`config.mk`:
```
export PLATFORM = sky130hd
export DESIGN_NAME = fetch_stage
export DESIGN_NICKNAME = d
export VERILOG_FILES = /design/src/rtl/pipes_pkg.sv /design/src/rtl/fetch_stage.sv
export SDC_FILE = /design/constraint.sdc
export NUM_CORES = 1
export LEC_CHECK = 0
export BUFFER_PORTS_ARGS = -buffer_cell sky130_fd_sc_hd__buf_4
export CAP_MARGIN = 40
export CORE_MARGIN = 2
export CORE_UTILIZATION = 61
export DETAILED_ROUTE_END_ITERATION = 10
export PLACE_DENSITY = 0.84
export SLEW_MARGIN = 25
export SYNTH_ARGS = -nofsm -noshare
export SYNTH_HDL_FRONTEND = slang
export SYNTH_SLANG_ARGS = --single-unit
export TNS_END_PERCENT = 1
```
`constraint.sdc`:
```
create_clock -name clk -period 6 [get_ports clk]
set_clock_uncertainty 0.2 [all_clocks]
set_input_delay 1.2 -clock clk [delete_from_list [all_inputs] [get_ports clk]]
set_output_delay 1.2 -clock clk [all_outputs]
set_load 0.05 [all_outputs]
```
`src/rtl/pipes_pkg.sv`:
```
// Types and constants shared by the pipeline stages: the fetch-to-decode
// payload, the fetch FSM states and the default reset PC.
package pipes_pkg;

  localparam logic [63:0] PCINIT_DEFAULT = 64'h8000_0000;

  typedef struct packed {
    logic [31:0] raw_instr;
    logic [63:0] pc;
    logic        is_bubble;
  } fetch_data_t;

  typedef enum logic [1:0] {
    IDLE    = 2'd0,
    WAIT    = 2'd1,
    HOLD    = 2'd2,
    DISCARD = 2'd3
  } fetch_state_t;

endpackage

```
`src/rtl/fetch_stage.sv`:
```
// Instruction fetch stage: issues one request at a time on the instruction bus,
// buffers a word across decode stalls, and handles decode/execute redirects.
module fetch_stage
  import pipes_pkg::*;
#(
  parameter logic [63:0] PCINIT = PCINIT_DEFAULT
) (
  input  logic         clk,
  input  logic         resetn,
  output logic         ireq_valid,
  output logic [63:0]  ireq_addr,
  input  logic         iresp_data_ok,
  input  logic [31:0]  iresp_data,
  input  logic         stall,
  input  logic         is_jump,
  input  logic [63:0]  offset,
  input  logic         ex_redirect,
  input  logic [63:0]  ex_target,
  output fetch_data_t  dataF,
  output fetch_state_t state_dbg
);

  // Bus handshake: ireq_valid high means a request for ireq_addr is outstanding;
  // the address is held until iresp_data_ok completes it. A redirect never
  // cancels an issued request -- its data is dropped when it arrives.

  fetch_state_t state, state_n;
  logic [63:0]  pc, pc_n;
  logic [63:0]  saved_target, saved_target_n;
  logic [31:0]  buffer, buffer_n;
  fetch_data_t  dataF_n;
  logic         redir;
  logic [63:0]  target;
  logic         load;
  logic [31:0]  load_word;

  assign redir  = ex_redirect | (is_jump & ~stall & ~dataF.is_bubble);
  assign target = ex_redirect ? ex_target : (dataF.pc + offset);

  assign ireq_valid = (state == WAIT) || (state == DISCARD);
  assign ireq_addr  = pc;
  assign state_dbg  = state;

  always_comb begin
    state_n        = state;
    pc_n           = pc;
    saved_target_n = saved_target;
    buffer_n       = buffer;
    load           = 1'b0;
    load_word      = 32'd0;
    unique case (state)
      IDLE: state_n = WAIT;
      WAIT: begin
        if (iresp_data_ok) begin
          if (redir) begin
            pc_n = target;
          end else if (stall) begin
            buffer_n = iresp_data;
            state_n  = HOLD;
          end else begin
            load      = 1'b1;
            load_word = iresp_data;
            pc_n      = pc + 64'd4;
          end
        end else if (redir) begin
          saved_target_n = target;
          state_n        = DISCARD;
        end
      end
      HOLD: begin
        if (redir) begin
          pc_n    = target;
          state_n = WAIT;
        end else if (!stall) begin
          load      = 1'b1;
          load_word = buffer;
          pc_n      = pc + 64'd4;
          state_n   = WAIT;
        end
      end
      DISCARD: begin
        // The stale response still has to drain before the new address goes out.
        if (iresp_data_ok) begin
          pc_n    = redir ? target : saved_target;
          state_n = WAIT;
        end else if (redir) begin
          saved_target_n = target;
        end
      end
      default: state_n = IDLE;
    endcase
  end

  always_comb begin
    dataF_n = dataF;
    if (load) begin
      dataF_n = '{raw_instr: load_word, pc: pc, is_bubble: 1'b0};
    end else if (!stall || ex_redirect) begin
      dataF_n.is_bubble = 1'b1;
    end
  end

  always_ff @(posedge clk or negedge resetn) begin
    if (!resetn) begin
      state        <= IDLE;
      pc           <= PCINIT;
      saved_target <= 64'd0;
      buffer       <= 32'd0;
      dataF        <= '{raw_instr: 32'd0, pc: 64'd0, is_bubble: 1'b1};
    end else begin
      state        <= state_n;
      pc           <= pc_n;
      saved_target <= saved_target_n;
      buffer       <= buffer_n;
      dataF        <= dataF_n;
    end
  end

endmodule

```
== Word-level counts from Yosys, hierarchy flattened ==
Index checks and enable logic that the tools add are counted.

* Add/subtract/negate cells: 2
* Eq/ne operators: 9
* Mux-type cells: 27
* Bitwise gates (word level): 7
* Reduce and logical (&&, ||, !) cells: 11

{| class="wikitable"
|+ Operators by type and width
! kind !! count
|-
| $mux W64 || 6
|-
| $pmux W64 S3 || 1
|-
| $mux W32 || 5
|-
| $add A64 B3 Y64 const B || 1
|-
| $add A64 B64 Y64 || 1
|-
| $pmux W32 S2 || 1
|-
| $mux W2 || 7
|-
| $ne A3 B3 Y1 const B || 4
|-
| $pmux W2 S4 || 1
|-
| $mux W1 || 5
|-
| $reduce_and A5 Y1 || 1
|-
| $eq A2 B2 Y1 const B || 2
|-
| $ne A2 B2 Y1 const B || 2
|-
| $not A1 Y1 || 4
|-
| $reduce_and A4 Y1 || 1
|-
| $reduce_and A3 Y1 || 1
|-
| $reduce_bool A3 Y1 || 1
|-
| $and A1 B1 Y1 || 2
|-
| $eq A2 B1 Y1 const B || 1
|-
| $logic_not A2 Y1 || 1
|-
| $logic_or A1 B1 Y1 || 2
|-
| $pmux W1 S2 || 1
|-
| $reduce_and A2 Y1 || 1
|-
| $reduce_bool A2 Y1 || 1
|-
| other kinds (3) || 3
|}

* Flip-flop bits (word level): 259
* Output and inout port bits: 164
* Word-level logic and storage cells: 63

== Depth between registers and ports, before layout ==
* Depth after elaboration: 8
* Mapped depth: 14
* Gate-level depth less buffers: 14

== Worst setup path before layout ==
Ideal clock, no wire load.

* Path kind: input to register
* From: in offset[0]
* To: reg saved_target[62]
* Library setup time: 64 ps
* Arrival: 3875 ps
* Path slack: 1861 ps
* Cell stages on the path: 14
* Buffers on the path: 0
* Path through: ha_1 inv_1 fa_1 nor2b_1 o2111ai_1 a21boi_1 o21ai_2 a2111oi_4 o21ai_2 a2111oi_4 nor4_1 or3b_1 a21oi_1 a21o_1

* Longest elaborated chain between the ends: 3

{| class="wikitable"
|+ Ends and longest elaborated chain
! item !! line !! source
|-
| from (decl) || fetch_stage.sv:16 || <nowiki>input logic [63:0] offset,</nowiki>
|-
| $add A64 B64 Y64 || fetch_stage.sv:38 || <nowiki>assign target = ex_redirect ? ex_target : (dataF.pc + offset);</nowiki>
|-
| $mux W64 || fetch_stage.sv:38 ||
|-
| $mux W64 || fetch_stage.sv:65, fetch_stage.sv:86 ||
|-
| to (signal assigned) || fetch_stage.sv:113 || <nowiki>saved_target <= saved_target_n;</nowiki>
|-
| to (decl) || fetch_stage.sv:29 || <nowiki>logic [63:0] saved_target, saved_target_n;</nowiki>
|}

No other way between the ends.
A chain may end at the register's enable or synchronous reset.

== Final worst setup path ==
* From: in offset[3]
* To: reg pc[57] (netlist: ireq_addr[57])

* Longest elaborated chain between the ends: 5
* Elaborated cells on any way between the ends: 7
* Those cells by class: 1 x add/sub; 6 x mux

{| class="wikitable"
|+ Ends and longest elaborated chain
! item !! line !! source
|-
| $add A64 B64 Y64 * || fetch_stage.sv:38 ||
|-
| $mux W64 * || fetch_stage.sv:38 ||
|-
| $mux W64 (on tied branches) || n/a ||
|-
| $mux W64 (on tied branches) || fetch_stage.sv:83, fetch_stage.sv:54 ||
|-
| $pmux W64 S3 * || fetch_stage.sv:51 || <nowiki>unique case (state)</nowiki>
|-
| to (signal assigned) || fetch_stage.sv:112 || <nowiki>pc <= pc_n;</nowiki>
|-
| to (decl) || fetch_stage.sv:28 || <nowiki>logic [63:0] pc, pc_n;</nowiki>
|}

Mark *: on every way between the ends. The rest lies on a longest branch, timed or not. The select of a mux whose other input is x is not followed.

==> impl_metrics.ini <==
[clock_tree]
cts-root-buf = clkbuf_16
ctsHoldBuffers = 0
post_cts_resized = 0
clk_pin_slew_ns = 0.07
clock_path_buffers = 3
cts-buffers-inserted = 28
cts_max_level = 1
cts_sinks = 259
tritoncts = built
worst_skew_pair.late_latency_ns = 0.57
postCtsSetupRepairBufs = 0

[sta]
finalSetupViolations = 0
worst-slew-pin-transition_ns = 0.886
max_freq_mhz = 231
min_period_over_period_pct = 72.2
finalHoldViolCount = 0
post-route-min-period_ns = 4.33
finalSetupTns_ns = 0
drv_slew = 0
rsz0062_at_grt = no
max_slew_margin_pct = 40.9

[critical_path]
worst-r2r-cell-count = 10
crit_path_start_kind = input port
path_class = input port to register
cp-end-kind = register
arrival_ns = 4.56
path_max_fanout = 4
crit_required_ns = 6.23

[die]
ios = 330
rows = 59
start_util_pct = 62.2
die_h_um = 167
coreArea_mm2 = 0.0261
dieArea_mm2 = 0.0279
die_w_um = 167

[place]
gp_congestion = 0.989
io_buffers = 329
dp_hpwl_um = 40100
placed_cell_area_mm2 = 0.0190
post-place-cells = 2398

[cells_and_area]
mostFrequentLayoutCells = buf_4, dfrtp_1, nand2_1, o21ai_0, a21oi_1
num-fill-cells = 1865
mostFrequentLayoutCell = buf_4
regArea_mm2 = 0.00648
instances_no_fill = 2452
area_delta_synth_final_pct = 23.2
drive_gt1_share_pct = 25.3
antenna_cells = 0
final_area_mm2 = 0.0200
fin_nets = 2330
multi_input_area_mm2 = 0.00920

[detailed_routing]
drc = 0
first_iter_violations = 2029
vias_per_cell = 6.73
wl_per_cell_um = 23.1
vias = 16500
wirelength_um = 56700
firstDrtPassIters = 6
ant_nets = 0

[synth]
synth_warnings = 0
synthArstFlopShare_pct = 100
ys_seq_area_share_pct = 40.0
synth_top_area_cell = dfrtp_1
avgSynthCellArea_um2 = 8.89
synth_top_area_share_pct = 39.7
syn_nets = 2058
ys_seq_elements = 259
syn_inst = 1823
synth_cell_type_count = 78
synth_area_mm2 = 0.0162
synth-edff-count = 0
synth.area.top_cells = dfrtp_1, mux2_2, o21ai_0
synth_ff_type = dfrtp_1

[global_routing]
grt_pass1_vias = 16400
grt_overflow = 0
track_usage_pct = 39.2
grt_pass1_wl_um = 88200
grt_max_degree = 126
antenna_found_initial = 0

[run_status]
status = finished clean

[worst_hold_path]
hold_depth = 2
min_path_type = register to register

[job]
cap_violations = 0

[pwr]
totalPowerFinal_w = 0.0130
powerDensity_mw_per_mm2 = 654
cellLeakagePower_nw = 8.98
max-vdd-ir-drop_v = 0.000510
## power by group
part	total, W	switching (W)	leakage [nW]	internal [W]
Combinational	0.00769	0.00507	5.39	0.00262
Clock	0.00184	0.000777	0.468	0.00106
Sequential	0.00351	0.000897	3.13	0.00261
## metrics by stage
stage	hold slack, ns	util, %	setup slack, ns
4_1_cts	0.283	76.5	1.77
6_report	0.285	76.6	1.67
5_1_grt	0.303	76.6	1.42
3_5_place_dp	0.271	72.7	1.21
3_3_place_gp	0.249	72.5	1.32
2_1_floorplan	0.239	-	1.86
## critical path, stage by stage
cell	delay [ns]
buf_4	0.11
ha_1	0.35
o21ai_0	0.16
o21ai_1	0.22
nand4_1	0.28
a2111oi_2	0.50
o31ai_2	0.19
o31ai_1	0.73
a31oi_1	0.21
xnor2_1	0.17
a22oi_1	0.19
o311a_1	0.19
o21ai_1	0.05
## routing by layer
layer / wire length, um / track usage (%)
met1: 21300 / 51.7
met2: 25800 / 61.2
met3: 6780 / 9.91
met4: 2790 / 17.4
met5: 0 / 0
## state kept, by name, summed over array words and instances (netlist names)
register and cells:
saved_target 64, buffer 32, state_dbg 2, dataF 97, ireq_addr 64
## logic make-up after synthesis
group / count (synthesis) / synth area share [%]
flip-flops: 259 / 40.0
multiplexers: 99 / 6.84
adder cells (fa/ha/maj): 69 / 5.38
AND/OR/NAND/NOR: 534 / 15.0
AO/OA/AOI/OAI: 640 / 25.1
XOR/XNOR: 77 / 4.16
buffers and inverters: 145 / 3.42
## final cells by class
type | count | share of cell area (%)
Tap cell | 335 | 2.10
Clock inverter | 18 | 1.14
Clock buffer | 34 | 3.72
Timing Repair Buffer | 357 | 13.9
Inverter | 30 | 0.564
Multi-Input combinational cell | 1419 | 46.1
Sequential cell | 259 | 32.5
## synth_stat cells (22+ instances only)
| master | instances |
|---|---|
| a21oi_1 | 141 |
| inv_1 | 29 |
| a31oi_1 | 25 |
| xnor2_1 | 33 |
| mux2_2 | 93 |
| nand2_1 | 239 |
| ha_1 | 68 |
| nor3_1 | 22 |
| xor2_1 | 44 |
| a21o_1 | 36 |
| nor2_1 | 116 |
| a22oi_1 | 73 |
| nand4_1 | 42 |
| dfrtp_1 | 257 |
| clkbuf_1 | 99 |
| o21ai_0 | 189 |
| nand3_1 | 37 |
## worst paths after layout
path,slack (ns),from,end
setup / recovery,1.67,offset[3],ireq_addr[57]
max in group asynchronous,3.83,resetn,dataF[65]
min in group asynchronous,0.33,resetn,dataF[24]
hold / removal,0.29,saved_target[9],saved_target[9]
setup reg to reg,1.69,ireq_addr[4],ireq_addr[63]
hold reg to reg,0.29,saved_target[9],saved_target[9]
Note: power is estimated with default switching activity, not from simulation.
